<file path="src/rtl/manta_pkg.sv">
// Shared definitions for the daisy-chained register bus and its UART bridge.
package manta_pkg;

  localparam int BUS_DATA_WIDTH = 16;
  localparam int BUS_ADDR_WIDTH = 16;

  localparam logic [7:0] PREAMBLE = 8'h4D;
  localparam logic [7:0] CR       = 8'h0D;
  localparam logic [7:0] LF       = 8'h0A;

  typedef struct packed {
    logic [BUS_ADDR_WIDTH-1:0] addr;
    logic [BUS_DATA_WIDTH-1:0] wdata;
    logic [BUS_DATA_WIDTH-1:0] rdata;
    logic                      rw;
    logic                      valid;
  } bus_txn_t;

endpackage

</file>
<file path="src/rtl/sync_fifo.sv">
// Generic synchronous FIFO: storage, wrap-bit pointers, full/empty/count,
// plus a look-ahead of the head entry as it will be after this cycle's push/pop.
module sync_fifo #(
  parameter  int DATA_WIDTH = 16,
  parameter  int DEPTH      = 16,
  localparam int ADDR_W     = $clog2(DEPTH),
  localparam int PTR_W      = ADDR_W + 1
) (
  input  logic                  clk,
  input  logic                  rst_n,
  input  logic                  push,
  input  logic [DATA_WIDTH-1:0] wdata,
  input  logic                  pop,
  output logic                  full,
  output logic                  empty,
  output logic [PTR_W-1:0]      count,
  output logic                  next_empty,
  output logic [DATA_WIDTH-1:0] next_head
);

  logic [DATA_WIDTH-1:0] mem [DEPTH];
  logic [PTR_W-1:0]      wr_ptr;
  logic [PTR_W-1:0]      rd_ptr;
  logic [PTR_W-1:0]      wr_ptr_nxt;
  logic [PTR_W-1:0]      rd_ptr_nxt;

  assign wr_ptr_nxt = wr_ptr + PTR_W'(push);
  assign rd_ptr_nxt = rd_ptr + PTR_W'(pop);

  assign empty = (wr_ptr == rd_ptr);
  assign full  = (wr_ptr[ADDR_W] != rd_ptr[ADDR_W]) &&
                 (wr_ptr[ADDR_W-1:0] == rd_ptr[ADDR_W-1:0]);

  assign next_empty = (wr_ptr_nxt == rd_ptr_nxt);

  // The new head may be the word being written this very cycle, so bypass it.
  assign next_head = (push && (rd_ptr_nxt == wr_ptr)) ? wdata
                                                      : mem[rd_ptr_nxt[ADDR_W-1:0]];

  always_ff @(posedge clk or negedge rst_n) begin
    if (!rst_n) begin
      wr_ptr <= '0;
      rd_ptr <= '0;
      count  <= '0;
    end else begin
      wr_ptr <= wr_ptr_nxt;
      rd_ptr <= rd_ptr_nxt;
      count  <= wr_ptr_nxt - rd_ptr_nxt;
    end
  end

  always_ff @(posedge clk) begin
    if (push) begin
      mem[wr_ptr[ADDR_W-1:0]] <= wdata;
    end
  end

endmodule

</file>
<file path="src/rtl/bus_resp_fifo.sv">
// Read-response buffer between the register bus and bridge_tx: filters reads,
// queues them, and presents the head through a registered FWFT stage.
module bus_resp_fifo
  import manta_pkg::*;
#(
  parameter  int DATA_WIDTH = BUS_DATA_WIDTH,
  parameter  int DEPTH      = 16,
  localparam int CNT_W      = $clog2(DEPTH) + 1
) (
  input  logic                  clk,
  input  logic                  rst_n,
  input  logic [DATA_WIDTH-1:0] rdata_i,
  input  logic                  rw_i,
  input  logic                  valid_i,
  output logic [DATA_WIDTH-1:0] rdata_o,
  output logic                  rw_o,
  output logic                  valid_o,
  input  logic                  ready_i,
  output logic [CNT_W-1:0]      count_o,
  output logic                  overflow_o,
  input  logic                  ovf_clr_i
);

  logic                  fifo_full;
  logic                  fifo_empty;
  logic                  fifo_next_empty;
  logic [DATA_WIDTH-1:0] fifo_next_head;
  logic                  is_read;
  logic                  push;
  logic                  pop;
  logic                  ovf_set;

  assign is_read = valid_i && !rw_i;
  assign pop     = valid_o && !fifo_empty && ready_i;
  assign push    = is_read && (!fifo_full || pop);
  assign ovf_set = is_read && fifo_full && !pop;
  assign rw_o    = 1'b0;

  sync_fifo #(
    .DATA_WIDTH (DATA_WIDTH),
    .DEPTH      (DEPTH)
  ) u_fifo (
    .clk        (clk),
    .rst_n      (rst_n),
    .push       (push),
    .wdata      (rdata_i),
    .pop        (pop),
    .full       (fifo_full),
    .empty      (fifo_empty),
    .count      (count_o),
    .next_empty (fifo_next_empty),
    .next_head  (fifo_next_head)
  );

  // Output register tracks the head one edge ahead; rdata_o holds its last value once drained.
  always_ff @(posedge clk or negedge rst_n) begin
    if (!rst_n) begin
      valid_o    <= 1'b0;
      rdata_o    <= '0;
      overflow_o <= 1'b0;
    end else begin
      valid_o <= !fifo_next_empty;
      if (!fifo_next_empty) begin
        rdata_o <= fifo_next_head;
      end
      if (ovf_set) begin
        overflow_o <= 1'b1;
      end else if (ovf_clr_i) begin
        overflow_o <= 1'b0;
      end
    end
  end

endmodule

</file>
<file path="config.mk">
export PLATFORM = sky130hd
export DESIGN_NAME = bus_resp_fifo
export DESIGN_NICKNAME = d
export VERILOG_FILES = /design/src/rtl/manta_pkg.sv /design/src/rtl/sync_fifo.sv /design/src/rtl/bus_resp_fifo.sv
export SDC_FILE = /design/constraint.sdc
export NUM_CORES = 1
export LEC_CHECK = 0
export BUFFER_PORTS_ARGS = -buffer_cell sky130_fd_sc_hd__buf_2
export CORE_ASPECT_RATIO = 0.5
export CORE_MARGIN = 1.5
export CORE_UTILIZATION = 40
export CTS_CLUSTER_SIZE = 14
export DETAILED_ROUTE_END_ITERATION = 8
export PLACE_DENSITY = 0.54
export SYNTH_ARGS = -nofsm -noshare
export SYNTH_HDL_FRONTEND = slang
export SYNTH_SLANG_ARGS = --single-unit
</file>
<file path="constraint.sdc">
create_clock -name clk -period 10.1 [get_ports clk]
set_input_delay 0.505 -clock clk [delete_from_list [all_inputs] [get_ports clk]]
set_output_delay 0.505 -clock clk [all_outputs]
set_load 0.1 [all_outputs]
</file>
After elaboration in Yosys (flattened, before gate mapping)
Memory sizes are Yosys's and may differ from the RTL's. Index checks and enable logic that the tools add are counted.

Register bits after elaboration: 33. Bits in writable memories: 256. Input bits: 22. Output and inout bits: 24. Memories: 1.

Memory list: u_fifo.mem (depth 16, width 16, rd ports 1, clocked after memory_dff 0, wr ports 1, line sync_fifo.sv:21) `logic [DATA_WIDTH-1:0] mem [DEPTH];`.

$add $sub $neg: 3. Equal/unequal tests: 5. Mux-type cells: 5. Reductions and logical operators: 15.

Operators by type and width (count): 16-bit 2-to-1 mux (1); 5-bit equality test (3); 5-bit by 1-bit adder with 5-bit output (2); 1-bit logical AND (8); 1-bit logical NOT (5); 5-bit subtractor (1); 4-bit equality test (1); 1-bit 2-to-1 mux (4); 2-bit nonzero test (1); 1-bit logical OR (1); 1-bit != test (1).

Depth between registers and ports, before layout
Depth in word-level cells: 9. Depth in mapped cells: 17. Depth with buffers taken out: 13.

Hierarchy
Synthesis repeated with hierarchy kept, for this count alone.

Cell total of the unflattened synthesis: 543. Area total of the unflattened synthesis: 11564.8 µm².

By module, submodules not included: sync_fifo (times used 1, cells an instance 498, area each 10815.4 µm², sequential area each 8062.7 µm²); bus_resp_fifo (times used 1, cells an instance 45, area each 749.5 µm², sequential area each 450.4 µm²).

Least setup slack after synthesis
Ideal clock, no wire load.

Kind: reg-to-reg. From: reg valid_o. To: reg rdata_o[0]. Setup time: 0.141 ns. Arrival time: 3.988 ns. Required time: 9.959 ns. Path slack: 5.971 ns. Cell stages (with the launch flop): 16. Path buffers: 3. Cell sequence: dfrtp_1 and2_1 nand2_1 a21oi_1 ha_1 xor2_1 clkinv_1 buf_2 ha_1 and4_1 nand2_1 or3b_1 buf_6 buf_6 o22ai_1 a31oi_1.

Word-level cells in the longest chain between the ends: 6. Elaborated cells on any way between the ends: 11. Those cells by class: add/sub: 2; eq/ne: 2; mux: 1; reduce/logical: 5; memory: 1.

Ends and longest elaborated chain: start: declaration (line bus_resp_fifo.sv:17) `output logic valid_o,`; start signal: assignment (line bus_resp_fifo.sv:62) `valid_o <= !fifo_next_empty;`; 1-bit logical AND (*) (2 in a row) (line bus_resp_fifo.sv:34) `assign pop = valid_o && !fifo_empty && ready_i;`; 5-bit by 1-bit adder with 5-bit output (*) (line sync_fifo.sv:28) `assign rd_ptr_nxt = rd_ptr + PTR_W'(pop);`; named net u_fifo.rd_ptr_nxt[2] (line sync_fifo.sv:25) `logic [PTR_W-1:0] rd_ptr_nxt;`; branches (longest 3 deep; another with memory 16 x 16 bit); end signal: assignment (line bus_resp_fifo.sv:64) `rdata_o <= fifo_next_head;`; end: declaration (line bus_resp_fifo.sv:15) `output logic [DATA_WIDTH-1:0] rdata_o,`.

Mark *: on every way through the listed nets, which the timed path passes. A chain may end at the register's enable or synchronous reset.

Worst setup path after layout
From: reg u_fifo.wr_ptr[2]. To: reg rdata_o[9].

Word-level cells in the longest chain between the ends: 8. Elaborated cells on any way between the ends: 16. Those cells by class: add/sub: 2; eq/ne: 4; mux: 1; reduce/logical: 8; memory: 1.

Ends and longest elaborated chain: start: declaration (line sync_fifo.sv:22) `logic [PTR_W-1:0] wr_ptr;`; start signal: assignment (line sync_fifo.sv:46) `wr_ptr <= wr_ptr_nxt;`; 5-bit equality test (*) (line sync_fifo.sv:30) `assign empty = (wr_ptr == rd_ptr);`; 1-bit logical NOT (*) (line bus_resp_fifo.sv:34); 1-bit logical AND (*) (2 in a row) (line bus_resp_fifo.sv:34); 5-bit by 1-bit adder with 5-bit output (*) (line sync_fifo.sv:28); named net u_fifo.rd_ptr_nxt[2] (line sync_fifo.sv:25); branches (longest 3 deep; another with memory 16 x 16 bit).

Marked as above.

==> impl_metrics.xml <==
<?xml version="1.0" encoding="UTF-8"?>
<metrics>
  <group name="run_status">
    <metric name="status" unit="">complete, no violations</metric>
  </group>
  <group name="floorplanning">
    <metric name="fp.dieArea" unit="um^2">32500</metric>
    <metric name="dieHeight" unit="um">128</metric>
    <metric name="boundaryPins" unit="">46</metric>
    <metric name="floorplan.core_area" unit="um^2">30600</metric>
    <metric name="floorplan.initialDensity" unit="">0.410</metric>
    <metric name="floorplan_row_count" unit="">45</metric>
    <metric name="die_w" unit="um">253</metric>
  </group>
  <group name="global_route">
    <metric name="gr-usage-all-layers" unit="">0.216</metric>
    <metric name="first_pass_grt_wire_length" unit="um">51900</metric>
    <metric name="grt_remaining_overflow" unit="">0</metric>
    <metric name="grt_antenna_before_repair" unit="">0</metric>
    <metric name="first_global_vias" unit="">8140</metric>
    <metric name="grt_max_degree" unit="">81</metric>
  </group>
  <group name="logic_synthesis">
    <metric name="synthesis.area" unit="um^2">12500</metric>
    <metric name="async_reset_ff_frac" unit="">0.114</metric>
    <metric name="post_synth_num_cell_types" unit="">58</metric>
    <metric name="synth-warning-count" unit="">0</metric>
    <metric name="synth_top_cell_by_area" unit="">edfxtp_1</metric>
    <metric name="synth_sequential_area_ratio" unit="">0.680</metric>
    <metric name="post_synth_inst_count" unit="">964</metric>
    <metric name="synth_flop_cell" unit="">edfxtp_1</metric>
    <metric name="synth_enable_flop_cells" unit="">256</metric>
    <metric name="synth.ff_latch_count" unit="">289</metric>
    <metric name="synthesis.area_per_instance" unit="um^2">13.0</metric>
    <metric name="yosysTopAreaCellShare" unit="">0.614</metric>
    <metric name="main_area_contributors_after_synthesis" unit="">edfxtp_1 (61%), dfrtp_1 (6.6%), nand3_1 (4.0%), a221oi_1 (3.6%), nand2_1 (3.3%)</metric>
    <metric name="mappedNetlistNets" unit="">994</metric>
  </group>
  <group name="clock_network">
    <metric name="cts.path.max_buffers" unit="">3</metric>
    <metric name="clk_root_buffer_cell" unit="">clkbuf_16</metric>
    <metric name="cts_hold_fix_bufs" unit="">0</metric>
    <metric name="clk_latency" unit="ns">0.54</metric>
    <metric name="cts_resized" unit="">0</metric>
    <metric name="cts_sinks" unit="">289</metric>
    <metric name="path_clk_slew" unit="ns">0.06</metric>
    <metric name="cts_buffers" unit="">27</metric>
    <metric name="post_cts_buffers" unit="">0</metric>
    <metric name="cts.htree.levels" unit="">1</metric>
    <metric name="tritoncts" unit="">built</metric>
  </group>
  <group name="placement">
    <metric name="post-dp-hpwl" unit="um">19500</metric>
    <metric name="gpl.final_weighted_congestion" unit="">0.821</metric>
    <metric name="dp_slack" unit="ns">4.65</metric>
    <metric name="port-buffer-count" unit="">44</metric>
    <metric name="dp_cells" unit="">1384</metric>
  </group>
  <group name="power_and_ir_drop">
    <metric name="power.switching_fraction" unit="">0.457</metric>
    <metric name="internal_power" unit="mW">2.55</metric>
    <metric name="pwr-share-clk" unit="">0.208</metric>
    <metric name="leakagePower" unit="nW">4.72</metric>
    <metric name="power-per-cell-area" unit="nW/um^2">336</metric>
    <metric name="power_switching" unit="mW">2.15</metric>
    <metric name="vdd_drop_max" unit="uV">211</metric>
    <metric name="combPwrFrac" unit="">0.464</metric>
    <metric name="sequentialPowerShare" unit="">0.328</metric>
  </group>
  <group name="timing">
    <metric name="hold-worst-slack" unit="ns">0.0359</metric>
    <metric name="final.period_utilization" unit="">0.548</metric>
    <metric name="grt_setup_unrepaired" unit="">no</metric>
    <metric name="total_negative_slack" unit="ns">0</metric>
    <metric name="final-max-slew-violation-count" unit="">0</metric>
    <metric name="slew-limit-headroom" unit="">0.129</metric>
    <metric name="finalCriticalPeriod" unit="ns">5.53</metric>
    <metric name="final_critical_path_setup_slack" unit="ns">4.57</metric>
    <metric name="worst_clock_skew" unit="ns">0.00796</metric>
    <metric name="clock.fmax" unit="GHz">0.181</metric>
    <metric name="finalHoldViolations" unit="">0</metric>
    <metric name="finalSetupViolations" unit="">0</metric>
    <metric name="max_slew.worst_pin.slew" unit="ns">1.30</metric>
  </group>
  <group name="setup_path">
    <metric name="timing.critical_path.to_type" unit="">register</metric>
    <metric name="ff2ff_setup_slack" unit="ns">4.57</metric>
    <metric name="timing.rr.end" unit="">rdata_o[9]</metric>
    <metric name="worst_r2r_startpoint" unit="">u_fifo.wr_ptr[2]</metric>
    <metric name="crit_required" unit="ns">10.49</metric>
    <metric name="timing.reg2reg.worst_path_depth" unit="">12</metric>
    <metric name="critical_path_arrival" unit="ns">5.92</metric>
    <metric name="timing_worst_setup_path_type" unit="">register to register</metric>
    <metric name="cp_max_fo" unit="">19</metric>
    <metric name="worst_setup_path_start_kind" unit="">register</metric>
  </group>
  <group name="layout">
    <metric name="num_antenna_cells" unit="">0</metric>
    <metric name="area_growth_syn_to_layout" unit="%">11.7</metric>
    <metric name="nets" unit="">1020</metric>
    <metric name="post_layout_nonfiller_instances" unit="">1433</metric>
    <metric name="finish.utilization" unit="">0.458</metric>
    <metric name="layout-drive-gt1-share" unit="">0.132</metric>
  </group>
  <group name="worst_hold_path">
    <metric name="worstHoldPathType" unit="">input port to asynchronous set/reset pin</metric>
  </group>
  <group name="routing">
    <metric name="antenna_violating_nets_post_route" unit="">0</metric>
    <metric name="detail_routed_net_length_per_standard_cell" unit="um">24.2</metric>
    <metric name="detail_route.wirelength" unit="um">34600</metric>
    <metric name="drt_first_iter_violations" unit="">846</metric>
    <metric name="drc" unit="">0</metric>
    <metric name="num_vias" unit="">8584</metric>
    <metric name="drt_pre_antenna_iters" unit="">5</metric>
    <metric name="route.detailed.vias_per_inst" unit="">5.99</metric>
  </group>
  <group name="job">
    <metric name="max_cap_viol_count" unit="">0</metric>
  </group>
</metrics>
## Yosys cell counts (16+ instances only)
cell type,n
a31oi_1,19
o2111ai_1,29
clkbuf_1,40
a21oi_1,37
buf_2,16
inv_1,51
a22oi_1,28
a221oi_1,51
nand2_1,111
dfrtp_1,33
nor2_1,16
a211oi_1,30
nand3_1,99
o21ai_0,16
nand4_1,16
edfxtp_1,256
## critical path, stage by stage, from the launching register on
cell and delay [ns]:
dfrtp_1 0.69, xor2_1 0.24, nor4_4 0.57, a21oi_1 0.14, ha_1 0.26, xor2_1 0.48, clkinv_1 0.71, ha_1 0.58
and4_1 0.21, nand2_1 0.50, or3b_1 0.68, o22ai_1 0.24, a31oi_1 0.07
## metal layers
| layer | GRT usage | vias to the layer above | part of all wire | wire length (um) |
|---|---|---|---|---|
| li1 | - | 3828 | - | - |
| met1 | 0.328 | 4412 | 0.48 | 16500 |
| met2 | 0.330 | 302 | 0.45 | 15400 |
| met3 | 0.0303 | 42 | 0.060 | 2070 |
| met4 | 0.0437 | 0 | 0.019 | 666 |
| met5 | 0 | - | 0 | 0 |
## flip-flops by register name (all words and copies together) (netlist names)
name and count:
u_fifo.wr_ptr 5, rdata_o 16, overflow_o 1, u_fifo.count 5, valid_o 1, u_fifo.mem 256
u_fifo.rd_ptr 5
## worst max-delay path by stage
stage,startpoint,slack (ns),end,cells after the start
after floorplan,valid_o,5.97,rdata_o[0],15
after global placement,u_fifo.wr_ptr[2],4.83,rdata_o[8],12
after detailed placement,u_fifo.wr_ptr[2],4.65,rdata_o[9],12
after CTS,u_fifo.wr_ptr[2],4.64,rdata_o[9],12
after global routing,u_fifo.wr_ptr[2],4.11,rdata_o[9],12
final,u_fifo.wr_ptr[2],4.57,rdata_o[9],12
## power groups by stage
stage	clock, mW	sequential, mW	combinational, mW
after floorplan	0	1.83	1.26
after global placement	0	1.56	2.15
after detailed placement	0	1.56	2.17
after CTS	0.996	1.54	2.18
after global routing	1.04	1.55	2.35
final	0.979	1.54	2.18
## through the flow
step	power [mW]	instance area, um^2
after floorplan	3.10	12500
after global placement	3.71	13200
after detailed placement	3.73	13200
after CTS	4.71	14000
after global routing	4.94	14000
final	4.70	14000
## layout make-up
type | instances | area [um^2]
clock buffer | 38 | 757
clock inverter | 11 | 77.6
fill | 2699 | 16600
inverter | 54 | 203
multi-input combinational | 551 | 3520
sequential | 289 | 8510
tap | 423 | 529
timing repair buffer | 67 | 393
## cells in the final DEF (no fill, tap or decap), drive strengths merged, types with 15 or more instances in the layout
cell type and count:
dfrtp 33, a211oi 32, nor2 16, o22a 15, o21ai 17, a31oi 19, nand4 16, nand3 99
clkbuf 38, a221oi 51, edfxtp 256, nand2 112, buf 67, a22oi 28, inv 54, o2111ai 29
a21oi 37, o22ai 17
## cells by family after synthesis
| group | count (synthesis) | synth area share |
|---|---|---|
| AOI/OAI and AO/OA | 257 | 0.153 |
| DFF | 289 | 0.680 |
| other | 1 | 0.000299 |
| adders and majority gates | 8 | 0.00859 |
| buffers and inverters | 124 | 0.0432 |
| and+or+nand+nor | 266 | 0.0993 |
| muxes | 3 | 0.00350 |
| xor gates and xnor gates | 16 | 0.0124 |
Note: power is estimated with default switching activity, not from simulation.
